[config.mk]
export PLATFORM = sky130hd
export DESIGN_NAME = parent_link_root_endpoint
export DESIGN_NICKNAME = d
export VERILOG_FILES = /design/src/rtl/parent_link_root_endpoint.sv
export SDC_FILE = /design/constraint.sdc
export NUM_CORES = 1
export LEC_CHECK = 0
export BUFFER_PORTS_ARGS = -buffer_cell sky130_fd_sc_hd__buf_2
export CORE_AREA = 4 4 99 171
export DETAILED_ROUTE_END_ITERATION = 10
export DIE_AREA = 0 0 103 175
export GPL_TIMING_DRIVEN = 0
export PLACE_DENSITY_LB_ADDON = 0.05
export SLEW_MARGIN = 10
export SYNTH_ARGS = -nofsm -noshare
export SYNTH_HDL_FRONTEND = slang
export SYNTH_SLANG_ARGS = --single-unit
[constraint.sdc]
create_clock -name clk -period 6.56 [get_ports clk]
set_input_delay 0.984 -clock clk [delete_from_list [all_inputs] [get_ports clk]]
set_output_delay 0.984 -clock clk [all_outputs]
set_load 0.1 [all_outputs]
[src/rtl/parent_link_root_endpoint.sv]
// -----------------------------------------------------------------------------
// parent_link_root_endpoint
//
// Root-side termination of the 64-bit parent link. Connects to a child FPGA's
// parent_rx / parent_tx ports.
//
//   Downstream: two 32-bit host words (high half first) are packed into one
//               64-bit message and offered to the child.
//   Upstream:   each accepted 64-bit child message is returned to the host as
//               two 32-bit words (high half first).
//   Tracking:   downstream messages with the flag bit set expect a response;
//               upstream messages with the flag bit set are responses. The
//               difference is kept in 'outstanding' and bounded by
//               MAX_OUTSTANDING.
//
// Message format: [63:56] FPGA id, [55] flag, [54:48] opcode, [47:0] payload.
//
// Ports
//   clk                 single clock, rising edge
//   reset               synchronous, active-low
//   host_in_*           32-bit host word stream in (valid/ready)
//   host_out_*          32-bit word stream to the host (valid/ready)
//   child_tx_*          64-bit messages to the child (valid/ready)
//   child_rx_*          64-bit messages from the child (valid/ready)
//   outstanding         unanswered response-expected messages
//   link_busy           either path non-idle or outstanding != 0
//   drop_count          saturating count of dropped upstream messages
//   timeout_error       sticky watchdog error
//
// Optional feature: define PARENT_LINK_TIMEOUT_EN to build the response
// watchdog. Without it timeout_error is tied low.
//
// All outputs are registered from next-state values, so every output is 0 in
// the cycle after a reset edge and handshakes always see registered signals.
// -----------------------------------------------------------------------------
module parent_link_root_endpoint #(
  parameter int NUM_FPGAS       = 5,
  parameter int MAX_OUTSTANDING = 4,
  parameter int TIMEOUT_CYCLES  = 65535,
  parameter int OUT_W           = 8
) (
  input  logic             clk,
  input  logic             reset,
  input  logic [31:0]      host_in_data,
  input  logic             host_in_valid,
  output logic             host_in_ready,
  output logic [31:0]      host_out_data,
  output logic             host_out_valid,
  input  logic             host_out_ready,
  output logic [63:0]      child_tx_data,
  output logic             child_tx_valid,
  input  logic             child_tx_ready,
  input  logic [63:0]      child_rx_data,
  input  logic             child_rx_valid,
  output logic             child_rx_ready,
  output logic [OUT_W-1:0] outstanding,
  output logic             link_busy,
  output logic [15:0]      drop_count,
  output logic             timeout_error
);

  // ---------------------------------------------------------------------------
  // Elaboration-time parameter sanity
  // ---------------------------------------------------------------------------
  if (MAX_OUTSTANDING < 1 || MAX_OUTSTANDING > 255 ||
      MAX_OUTSTANDING > (1 << OUT_W) - 1) begin : g_bad_max_outstanding
    $error("MAX_OUTSTANDING must be 1..255 and fit in OUT_W bits");
  end
  if (TIMEOUT_CYCLES < 1) begin : g_bad_timeout
    $error("TIMEOUT_CYCLES must be at least 1");
  end

  localparam logic [OUT_W-1:0] MAX_OUT    = OUT_W'(MAX_OUTSTANDING);
  localparam logic [8:0]       NUM_FPGA_W = 9'(NUM_FPGAS);

  typedef enum logic [1:0] {D_HI, D_LO, D_SEND} d_state_t;
  typedef enum logic [1:0] {U_IDLE, U_HI, U_LO} u_state_t;

  d_state_t         d_state, d_next;
  u_state_t         u_state, u_next;
  logic [63:0]      tx_msg_next;
  logic [63:0]      rx_msg, rx_msg_next;
  logic [OUT_W-1:0] out_next;
  logic [15:0]      drop_next;

  // Handshakes are formed from the registered output strobes.
  logic host_in_fire, host_out_fire, tx_fire, rx_fire;
  assign host_in_fire  = host_in_valid  & host_in_ready;
  assign host_out_fire = host_out_valid & host_out_ready;
  assign tx_fire       = child_tx_valid & child_tx_ready;
  assign rx_fire       = child_rx_valid & child_rx_ready;

  logic rx_bad_src, rx_spurious, rx_drop, rsp_accept, tx_inc;

  // Next values of the registered outputs.
  logic        host_in_ready_d, child_tx_valid_d, child_rx_ready_d;
  logic        host_out_valid_d, link_busy_d;
  logic [31:0] host_out_data_d;

  // ---------------------------------------------------------------------------
  // State and output registers
  // ---------------------------------------------------------------------------
  // NOTE: sequential state uses non-blocking assignments so every register
  // samples values from before the edge, independent of statement order.
  always_ff @(posedge clk) begin
    if (!reset) begin
      d_state        <= D_HI;
      u_state        <= U_IDLE;
      rx_msg         <= '0;
      child_tx_data  <= '0;
      outstanding    <= '0;
      drop_count     <= '0;
      host_in_ready  <= 1'b0;
      child_tx_valid <= 1'b0;
      child_rx_ready <= 1'b0;
      host_out_valid <= 1'b0;
      host_out_data  <= '0;
      link_busy      <= 1'b0;
    end else begin
      d_state        <= d_next;
      u_state        <= u_next;
      rx_msg         <= rx_msg_next;
      child_tx_data  <= tx_msg_next;
      outstanding    <= out_next;
      drop_count     <= drop_next;
      host_in_ready  <= host_in_ready_d;
      child_tx_valid <= child_tx_valid_d;
      child_rx_ready <= child_rx_ready_d;
      host_out_valid <= host_out_valid_d;
      host_out_data  <= host_out_data_d;
      link_busy      <= link_busy_d;
    end
  end

  // ---------------------------------------------------------------------------
  // Next-state logic
  // ---------------------------------------------------------------------------
  always_comb begin
    // NOTE: every variable gets a default first so no path leaves it
    // unassigned, which would otherwise infer a latch.
    d_next      = d_state;
    tx_msg_next = child_tx_data;
    u_next      = u_state;
    rx_msg_next = rx_msg;
    rx_drop     = 1'b0;
    rsp_accept  = 1'b0;

    // Downstream packer
    case (d_state)
      D_HI: if (host_in_fire) begin
        tx_msg_next[63:32] = host_in_data;
        d_next             = D_LO;
      end
      D_LO: if (host_in_fire) begin
        tx_msg_next[31:0] = host_in_data;
        d_next            = D_SEND;
      end
      D_SEND: if (tx_fire) d_next = D_HI;
      default: d_next = D_HI;
    endcase

    // Upstream splitter. A spurious response is judged against the count
    // before this edge, so a same-cycle downstream increment does not rescue it.
    rx_bad_src  = {1'b0, child_rx_data[63:56]} >= NUM_FPGA_W;
    rx_spurious = child_rx_data[55] && (outstanding == '0);
    case (u_state)
      U_IDLE: if (rx_fire) begin
        if (rx_bad_src || rx_spurious) begin
          rx_drop = 1'b1;
        end else begin
          rx_msg_next = child_rx_data;
          rsp_accept  = child_rx_data[55];
          u_next      = U_HI;
        end
      end
      U_HI: if (host_out_fire) u_next = U_LO;
      U_LO: if (host_out_fire) u_next = U_IDLE;
      default: u_next = U_IDLE;
    endcase

    // Outstanding tracking; simultaneous increment and decrement cancel.
    tx_inc = tx_fire && child_tx_data[55];
    case ({tx_inc, rsp_accept})
      2'b10:   out_next = (outstanding < MAX_OUT) ? outstanding + 1'b1 : outstanding;
      2'b01:   out_next = (outstanding != '0) ? outstanding - 1'b1 : outstanding;
      default: out_next = outstanding;
    endcase

    drop_next = (rx_drop && drop_count != 16'hFFFF) ? drop_count + 16'd1 : drop_count;
  end

  // ---------------------------------------------------------------------------
  // Output decode from next-state values
  // ---------------------------------------------------------------------------
  always_comb begin
    host_in_ready_d  = (d_next == D_HI) || (d_next == D_LO);
    // A flagged message waits while the window is full. Once raised, valid
    // cannot fall without a handshake: only a transmit can grow the count.
    child_tx_valid_d = (d_next == D_SEND) && !(tx_msg_next[55] && out_next == MAX_OUT);
    child_rx_ready_d = (u_next == U_IDLE);
    host_out_valid_d = (u_next != U_IDLE);
    case (u_next)
      U_HI:    host_out_data_d = rx_msg_next[63:32];
      U_LO:    host_out_data_d = rx_msg_next[31:0];
      default: host_out_data_d = '0;
    endcase
    link_busy_d = (d_next != D_HI) || (u_next != U_IDLE) || (out_next != '0);
  end

  // ---------------------------------------------------------------------------
  // Optional response watchdog
  // ---------------------------------------------------------------------------
`ifdef PARENT_LINK_TIMEOUT_EN
  localparam int WD_W = $clog2(TIMEOUT_CYCLES + 1);
  logic [WD_W-1:0] wd_cnt;

  // The counter restarts whenever a response arrives, stops at the limit and
  // the error stays set until reset; outstanding itself is left untouched.
  always_ff @(posedge clk) begin
    if (!reset) begin
      wd_cnt        <= '0;
      timeout_error <= 1'b0;
    end else if (outstanding == '0 || rsp_accept) begin
      wd_cnt <= '0;
    end else if (wd_cnt != WD_W'(TIMEOUT_CYCLES)) begin
      wd_cnt <= wd_cnt + 1'b1;
      if (wd_cnt == WD_W'(TIMEOUT_CYCLES - 1)) timeout_error <= 1'b1;
    end
  end
`else
  assign timeout_error = 1'b0;
`endif

endmodule

==> flow_summary.ini, run 1 <==
[detailed_routing]
routed_via_density = 5.19
ant_nets = 0
routedWlPerCell_um = 15.6
wl_um = 19500
drtIter0Drc = 185
dr.pass1.iters = 6
dr_total_vias = 6487
drcViolationCount = 0

[die]
io_pins = 228
initial_utilization_pct = 47.5
die_area_um2 = 18000
dieHeight_um = 175
die_w_um = 103
std_cell_rows = 60
core_area_um2 = 15500

[placed_design]
placed_area_um2 = 8710
port-buffer-count = 225
dpl.hpwl_um = 14900
gp_congestion = 0.839

[setup_path]
worstPathRequired_ps = 6820
critPathMaxFanout = 9
reg2reg_depth = 13
worst-setup-path-type = flop to flop
r2r_end = link_busy
crit_arrival_ps = 4230
critPathLaunchType = flop
critPathCaptureType = flop
ff2ff_setup_slack_ps = 2590
r2r-start = outstanding[0]

[clock_tree]
cts_made_buffers = 17
htreeDepth = 4
hold_buffers = 0
clock_latency_ps = 430
clk_path_buf_depth = 2
cts_resized = 0
cts_tree = done
cts_root_buf = clkbuf_16
cts_setup_buffers = 0
clkSinkCount = 193
clk_pin_slew_worst_paths_ps = 70

[synthesis]
synth_top_area_cell = dfxtp_1
synth_top_area_share_pct = 52.5
ys_seq_elements = 193
synth_cells = 806
synth_edf_count = 0
yosysSeqAreaShare_pct = 52.5
synth_async_sr_flop_share_pct = 0
syn_avg_cell_area_um2 = 9.12
syn_nets = 917
ys_types = 61
synth_flop_cell = dfxtp_1
yosysWarningCount = 0
ys_top_cells_by_area = dfxtp_1 (53%), mux2i_1 (8.7%), nand2_1 (8.0%), a21oi_1 (5.2%), nor2_1 (3.5%)
syn_area_um2 = 7350

[worst_hold_path]
hold_depth = 2
holdCritStartpoint = child_tx_data[10]
hp-class = flop to flop
min_to = child_tx_data[10]

[pwr]
powerDensity_nw_per_um2 = 267
ir_drop_v = 0.000167
cellLeakagePower_nw = 4.41

[global_routing]
grt_first_pass_wirelength_um = 31000
grt_max_degree = 21
track_usage_pct = 21.6
grt_remaining_overflow = 0
grt_pass1_vias = 6364
antenna_found_initial = 2

[timing]
grt_setup_unrepaired = no
maxSlewHeadroom_pct = 55.8
fin_crit_ps = 3970
finalSetupViolations = 0
final_hold_viol_count = 0
finalSetupTns_ps = 0
finalCritPeriodShare_pct = 60.5
worst_pin_slew_ps = 657
report.final.slew_viol_count = 0
max_freq_mhz = 252
clock_skew_ps = 19.0

[final_layout]
synthToLayoutAreaGrowth_pct = 26.6
seq_area_um2 = 3860
layout.nets = 1161
design_area_um2 = 9310
antenna_cells = 0
multiInputGateArea_um2 = 3160
layout-drive-gt1-share_pct = 26.4
fill_cells = 1492

[flow_run]
drv_cap = 0

[run_status]
status = finished, final reports clean
## cell usage in the layout (no fill, tap or decap), types with 9 or more instances in the layout
master / Yosys / routed
and3_1: 10 / 10
dfxtp_1: 193 / 193
nand3_1: 14 / 14
clkbuf_1: 39 / 39
and2_1: 10 / 10
ha_1: 9 / 9
a21oi_1: 77 / 77
nand2_1: 157 / 157
buf_2: 4 / 229
mux2i_1: 64 / 64
o22ai_1: 28 / 28
o21ai_0: 9 / 9
clkbuf_16: 0 / 17
nor2_1: 68 / 68
inv_1: 12 / 12
## through the flow
stage / std cells / hold slack [ps] / power, mW / setup WS, ps / utilization, %
floorplan: 806 / 436 / 1.41 / 2530 / -
global placement: 1217 / 439 / 1.49 / 2380 / 56.3
detailed placement: 1217 / 444 / 1.49 / 2370 / 56.3
CTS: 1249 / 453 / 2.51 / 2630 / 60.2
global route: 1249 / 467 / 2.57 / 2390 / 60.2
finish: 1249 / 452 / 2.49 / 2590 / 60.2
## power breakdown
part	leakage, nW	switching [mW]	internal (mW)
clock	0.289	0.505	0.522
sequential	1.56	0.00953	1.19
combinational	2.56	0.205	0.0567
## cell families (layout without fill, tap and decap cells)
family	count (synthesis)	in the layout	share of synthesized area, %
AOI/OAI and AO/OA	157	157	13.0
xor gates and xnor gates	1	1	0.119
adders and majority gates	9	9	1.53
buffers and inverters	66	323	4.47
DFF	193	193	52.5
muxes	64	64	8.71
other	1	1	0.0510
and+or+nand+nor	315	315	19.5
## Yosys cell counts, drive strengths merged (8+ instances only)
cell type	count
and3	11
inv	12
dfxtp	193
o21ai	11
mux2i	64
o22ai	28
nand3	14
nor2	70
clkbuf	40
ha	9
a21oi	77
buf	14
nor3	9
nand2	157
and2	10
nor4	8
nand2b	8
## worst max path at each step
stage	to	slack (ps)	start	depth (start not counted)
3_3_place_gp	link_busy	2380	child_rx_data[56]	12
3_5_place_dp	host_out_data[8]	2370	child_rx_data[56]	12
2_1_floorplan	host_out_data[10]	2530	outstanding[0]	13
4_1_cts	host_out_data[8]	2630	outstanding[0]	13
5_1_grt	host_out_data[20]	2390	outstanding[0]	13
6_report	link_busy	2590	outstanding[0]	13
## registers in the layout, indices dropped and copies added, names as in the netlist
| register | cells |
|---|---|
| host_out_data | 32 |
| host_in_ready | 1 |
| host_out_valid | 1 |
| d_state | 2 |
| outstanding | 8 |
| link_busy | 1 |
| u_state | 2 |
| drop_count | 16 |
| child_rx_ready | 1 |
| child_tx_data | 64 |
| rx_msg | 64 |
| child_tx_valid | 1 |
## metal layers
metal | vias up | part of all wire (%) | track usage (%)
li1 | 3273 | - | -
met3 | 37 | 6.9 | 5.39
met1 | 2970 | 38 | 23.3
met5 | - | 0.14 | 0
met2 | 203 | 52 | 39.2
met4 | 4 | 2.5 | 7.94
## critical path: stages (launching register included)
cell and delay, ps:
dfxtp_1 530, inv_1 150, ha_1 250, nor4b_2 180, and3_4 210, nor3_1 250, and2_1 200, ha_1 230
clkbuf_1 220, or2_2 380, nor4_1 230, o32ai_1 140, nor4_1 620, a41oi_1 220
## layout make-up
class,count,area share (%)
well taps,186,2.50
clock buffers,18,4.72
multi-input cells,547,33.9
plain buffers,54,3.05
repair buffers,225,12.1
inverters,12,0.484
flip-flops and latches,193,41.5
clock inverters,14,1.71
No activity file was read; power rests on OpenSTA's default activity.
==> run 2: changes to the inputs <==
--- a/config.mk
+++ b/config.mk
@@ -6,9 +6,9 @@
 export NUM_CORES = 1
 export LEC_CHECK = 0
 export BUFFER_PORTS_ARGS = -buffer_cell sky130_fd_sc_hd__buf_2
-export CORE_AREA = 4 4 99 171
+export CORE_AREA = 4 4 101 175
 export DETAILED_ROUTE_END_ITERATION = 10
-export DIE_AREA = 0 0 103 175
+export DIE_AREA = 0 0 105 179
 export GPL_TIMING_DRIVEN = 0
 export PLACE_DENSITY_LB_ADDON = 0.05
 export SLEW_MARGIN = 10
==> constraint.sdc (replaced) <==
create_clock -name clk -period 3.3 [get_ports clk]
set_input_delay 0.495 -clock clk [delete_from_list [all_inputs] [get_ports clk]]
set_output_delay 0.495 -clock clk [all_outputs]
set_load 0.1 [all_outputs]
==> run 2 against run 1 <==
  * Clock power increased by 92%
  * Via count shrank 0.14%
  * Routed wire length is 2.8% higher
  * Utilization down 2.3 points
  * Register-to-register slack lost 2400 ps
  * Setup slack lost 2400 ps
  * Critical endpoint is now host_out_data[29]
==> flow_summary.ini, run 2 (synthesis results as in run 1) <==
[timing]
report.final.slew_viol_count = 0
finalCritPeriodShare_pct = 95.5
setup_slack_ps = 148
final_hold_viol_count = 0
max_freq_mhz = 317
maxSlewHeadroom_pct = 60.3
clock_skew_ps = 13.9
grt_setup_unrepaired = no
fin_crit_ps = 3150
finalSetupViolations = 0
worst_pin_slew_ps = 596

[pwr]
total_power_mw = 4.88
cellLeakagePower_nw = 4.45
powerDensity_nw_per_um2 = 517
ir_drop_v = 0.000422

[placed_design]
placed_area_um2 = 8750
dpl.hpwl_um = 15500
gp_congestion = 0.870
post-place-ws_ps = -559
place_inst = 1223
port-buffer-count = 225

[final_layout]
design_area_um2 = 9440
antenna_cells = 0
fill_cells = 1567
final_common_cell = buf_2
stdcell_count = 1254
largest_registers = child_tx_data x64, rx_msg x64, host_out_data x32
layout-drive-gt1-share_pct = 28.9
mostFrequentLayoutCells = buf_2 (229), dfxtp_1 (185), nand2_1 (157), a21oi_1 (77), nor2_1 (68)
layout.nets = 1161
multiInputGateArea_um2 = 3280
seq_area_um2 = 3880
synthToLayoutAreaGrowth_pct = 28.4

[flow_run]
drv_cap = 0

[global_routing]
grt_pass1_vias = 6280
track_usage_pct = 20.7
grt_max_degree = 19
grt_remaining_overflow = 0
grt_first_pass_wirelength_um = 31200
antenna_found_initial = 0

[setup_path]
worstPathRequired_ps = 3600
path_buf_inv = 4
critPathLaunchType = flop
slowest_delay_ps = 400
slowest_stage = dfxtp_4
crit_chain = inv_1 > ha_1 > nor4b_4 > and3_4 > or3_1 > buf_4 > buf_12 > buf_6 > a22o_2 > ha_4 > and3_2 > a22oi_1 > o2bb2ai_1
ff2ff_setup_slack_ps = 150
reg2reg_depth = 13
critPathMaxFanout = 10
cp.depth = 13
critPathCaptureType = flop
crit_family = simple AND/OR/NAND/NOR gates
crit_arrival_ps = 3450
worst-setup-path-type = flop to flop

[detailed_routing]
ant_nets = 0
dr_total_vias = 6478
wl_um = 20100
drtIter0Drc = 155
drcViolationCount = 0
dr.pass1.iters = 5
routedWlPerCell_um = 16.0
routed_via_density = 5.17

[run_status]
status = finished, final reports clean

[clock_tree]
cts_root_buf = clkbuf_16
cts_tree = done
hold_buffers = 0
clk_pin_slew_worst_paths_ps = 70
clk_path_buf_depth = 2
htreeDepth = 4
cts_made_buffers = 17
clock_latency_ps = 430
clkSinkCount = 193

[die]
dieHeight_um = 179
io_pins = 228
core_area_um2 = 16300
die_area_um2 = 18800
std_cell_rows = 62
die_w_um = 105
initial_utilization_pct = 45.1

[worst_hold_path]
hp-class = primary input to flop
hold_depth = 2
[run 2: cell types whose count changed in the layout (fill, tap and decap cells not counted), sizes merged]
cell      delta
buf          +5
clkbuf       -4
clkinv       -1
clkinvlp     -1
[run 2: cell type report]
class	count	area share (%)
inverters	12	0.477
well taps	192	2.55
clock buffers	19	4.69
repair buffers	226	12.0
flip-flops and latches	193	41.1
plain buffers	53	3.17
multi-input cells	547	34.8
clock inverters	12	1.22
[run 2: report_power, final]
group | leakage (nW) | internal, mW | switching (mW)
clock network | 0.276 | 1.02 | 0.964
logic | 2.61 | 0.113 | 0.408
registers | 1.56 | 2.36 | 0.0192
[run 2: through the flow]
step                hold slack [ps]  setup TNS (ps)  utilization [%]
floorplan                       436               0                -
CTS                             273               0             57.5
global placement                440           -4450             53.7
global route                    298               0             57.9
finish                          293               0             57.9
detailed placement              444           -4260             53.7
[run 2: worst register-to-register path, delay by kind of cell, from the launching register on]
family / cells / cell delay, ps
buf+inv: 4 / 560
flops: 1 / 400
fa+ha+maj: 2 / 500
compound gates: 3 / 630
simple gates: 4 / 940
[run 2: path summary, 6_finish.rpt]
| kind | endpoint | startpoint |
|---|---|---|
| setup reg to reg | host_out_data[29] | outstanding[0] |
| setup / recovery | host_out_data[29] | outstanding[0] |
| hold reg to reg | child_tx_data[47] | child_tx_data[47] |
| hold / removal | host_out_data[31] | child_rx_data[31] |
[run 2: repair_timing]
action,in CTS,in global routing
resized for setup,14,18
endpoints found under the hold margin,0,0
setup buffers,1,0
setup endpoints to repair,23,27
pin swaps,1,2
[run 2: per-layer routing]
layer / global-route usage [%] / vias to the layer above / wire length [um]
met1: 21.5 / 3006 / 7600
li1: - / 3267 / -
met5: 0 / - / 0
met2: 40.3 / 180 / 10900
met3: 5.37 / 25 / 1220
met4: 6.24 / 0 / 296
==> run 3: changes to the inputs <==
--- a/config.mk
+++ b/config.mk
@@ -10,6 +10,7 @@
 export DETAILED_ROUTE_END_ITERATION = 10
 export DIE_AREA = 0 0 105 179
 export GPL_TIMING_DRIVEN = 0
+export HOLD_SLACK_MARGIN = 0.03
 export PLACE_DENSITY_LB_ADDON = 0.05
 export SLEW_MARGIN = 10
 export SYNTH_ARGS = -nofsm -noshare
==> constraint.sdc (replaced) <==
create_clock -name clk -period 3.3 [get_ports clk]
set_input_delay 0 -clock clk [delete_from_list [all_inputs] [get_ports clk]]
set_output_delay 0 -clock clk [all_outputs]
set_load 0.1 [all_outputs]
==> run 3 against run 2 <==
  * Total power increased by 1.8%
  * Register-to-register slack hardly changed
  * Utilization increased by 5.7 points
  * Via count grew 5.3%
  * Flip-flop and latch count unchanged
  * Largest cell class unchanged
  * Setup slack got worse by 7.5 ps
==> flow_summary.ini, run 3 (synthesis results as in run 1) <==
[setup_path]
critPathCaptureType = flop
path_buf_inv = 4
ff2ff_setup_slack_ps = 140
reg2reg_depth = 13
crit_family = simple AND/OR/NAND/NOR gates
worstPathRequired_ps = 3600
r2r-start = outstanding[0]
critPathMaxFanout = 10
startpoint = outstanding[0]
crit_path_end = host_out_data[29]
r2r_end = host_out_data[29]
critPathLaunchType = flop
slowest_delay_ps = 400
slowest_stage = dfxtp_4
worst-setup-path-type = flop to flop
crit_arrival_ps = 3460
crit_chain = inv_1 > ha_1 > nor4b_4 > and3_4 > or3_1 > buf_4 > buf_12 > buf_6 > a22o_2 > ha_4 > and3_2 > a22oi_1 > o2bb2ai_1
cp.depth = 13

[detailed_routing]
drcViolationCount = 0
ant_nets = 0
dr_total_vias = 6823
drtIter0Drc = 150
routed_via_density = 5.07
wl_um = 21000
dr.pass1.iters = 5
routedWlPerCell_um = 15.6

[clock_tree]
clk_pin_slew_worst_paths_ps = 70
cts_made_buffers = 17
clk_path_buf_depth = 2
clock_latency_ps = 430
cts_root_buf = clkbuf_16
cts_tree = done
htreeDepth = 4
clkSinkCount = 193

[global_routing]
track_usage_pct = 21.8
grt_max_degree = 19
grt_pass1_vias = 6750
grt_first_pass_wirelength_um = 33000
grt_remaining_overflow = 0
antenna_found_initial = 0

[final_layout]
antenna_cells = 0
final_util_pct = 63.6
largest_registers = child_tx_data x64, rx_msg x64, host_out_data x32
layout-drive-gt1-share_pct = 26.6
fill_cells = 1453
mostFrequentLayoutCells = buf_2 (229), dfxtp_1 (185), nand2_1 (157), dlygate4sd3_1 (92), a21oi_1 (77)
stdcell_count = 1346
final_common_cell = buf_2
design_area_um2 = 10400
layout.nets = 1253
seq_area_um2 = 3880
synthToLayoutAreaGrowth_pct = 40.9
multiInputGateArea_um2 = 3280

[pwr]
ir_drop_v = 0.000421
total_power_mw = 4.97
powerDensity_nw_per_um2 = 480
cellLeakagePower_nw = 4.84

[timing]
clock_skew_ps = 14.1
finalCritPeriodShare_pct = 95.7
worst_pin_slew_ps = 607
report.final.slew_viol_count = 0
fin_crit_ps = 3160
finalSetupViolations = 0
grt_setup_unrepaired = no
maxSlewHeadroom_pct = 59.6
max_freq_mhz = 316
final_hold_viol_count = 0

[die]
core_area_um2 = 16300
dieHeight_um = 179
die_w_um = 105
io_pins = 228
std_cell_rows = 62
initial_utilization_pct = 45.1
die_area_um2 = 18800

[placed_design]
port-buffer-count = 225
gp_congestion = 0.870
placed_area_um2 = 8750
place_inst = 1223
dpl.hpwl_um = 15500

[flow_run]
drv_cap = 0

[worst_hold_path]
hp-class = primary input to flop
holdCritStartpoint = host_in_valid

[run_status]
status = finished, final reports clean
-- run 3: cell count changes in the layout (fill, tap and decap cells not counted) --
cell	previous run	this run
dlygate4sd3_1	0	92
buf_4	7	6
buf_6	3	4
-- run 3: cell type report --
cell class,instances,area share (%)
inverter,12,0.435
clock buffer,19,4.27
timing repair buffer,318,19.8
clock inverter,12,1.11
buffer,53,2.92
multi-input combinational,547,31.7
tap,192,2.32
sequential,193,37.4
-- run 3: worst min path at each step --
stage / to / cells after the start
2_1_floorplan: host_out_data[27] / 1
3_3_place_gp: host_out_data[31] / 2
3_5_place_dp: host_out_data[31] / 2
4_1_cts: d_state[0] / 4
5_1_grt: d_state[0] / 4
6_report: d_state[0] / 4
-- run 3: power breakdown --
part	total [mW]	switching, mW	internal, mW
Clock	1.98	0.964	1.02
Combinational	0.608	0.424	0.184
Sequential	2.38	0.0193	2.36
-- run 3: metal layers --
metal | global-route usage [%] | wire (um)
met4 | 6.79 | 299
met5 | 0 | 0
met1 | 22.7 | 8110
met3 | 4.43 | 1020
met2 | 43.0 | 11600
-- run 3: worst min-delay path, stage by stage --
cell and delay (ps):
buf_2 110, nand2_1 120, xnor2_1 160, nor3_1 50
-- run 3: timing repair --
item	CTS	global route
endpoints found under the hold margin	156	0
hold buffers	92	0
resized for setup	14	19
setup buffers	1	0
endpoints found under the setup margin	23	27
pin swaps	1	2
-- run 3: per-stage QoR --
| step | TNS [ps] | setup WS [ps] | hold slack (ps) |
|---|---|---|---|
| 2_1_floorplan | 0 | 3.72 | 117 |
| 3_3_place_gp | -4450 | -524 | 230 |
| 3_5_place_dp | -4230 | -559 | 224 |
| 4_1_cts | 0 | 6.63 | 36.3 |
| 5_1_grt | 0 | 15.0 | 69.1 |
| 6_report | 0 | 140 | 61.4 |
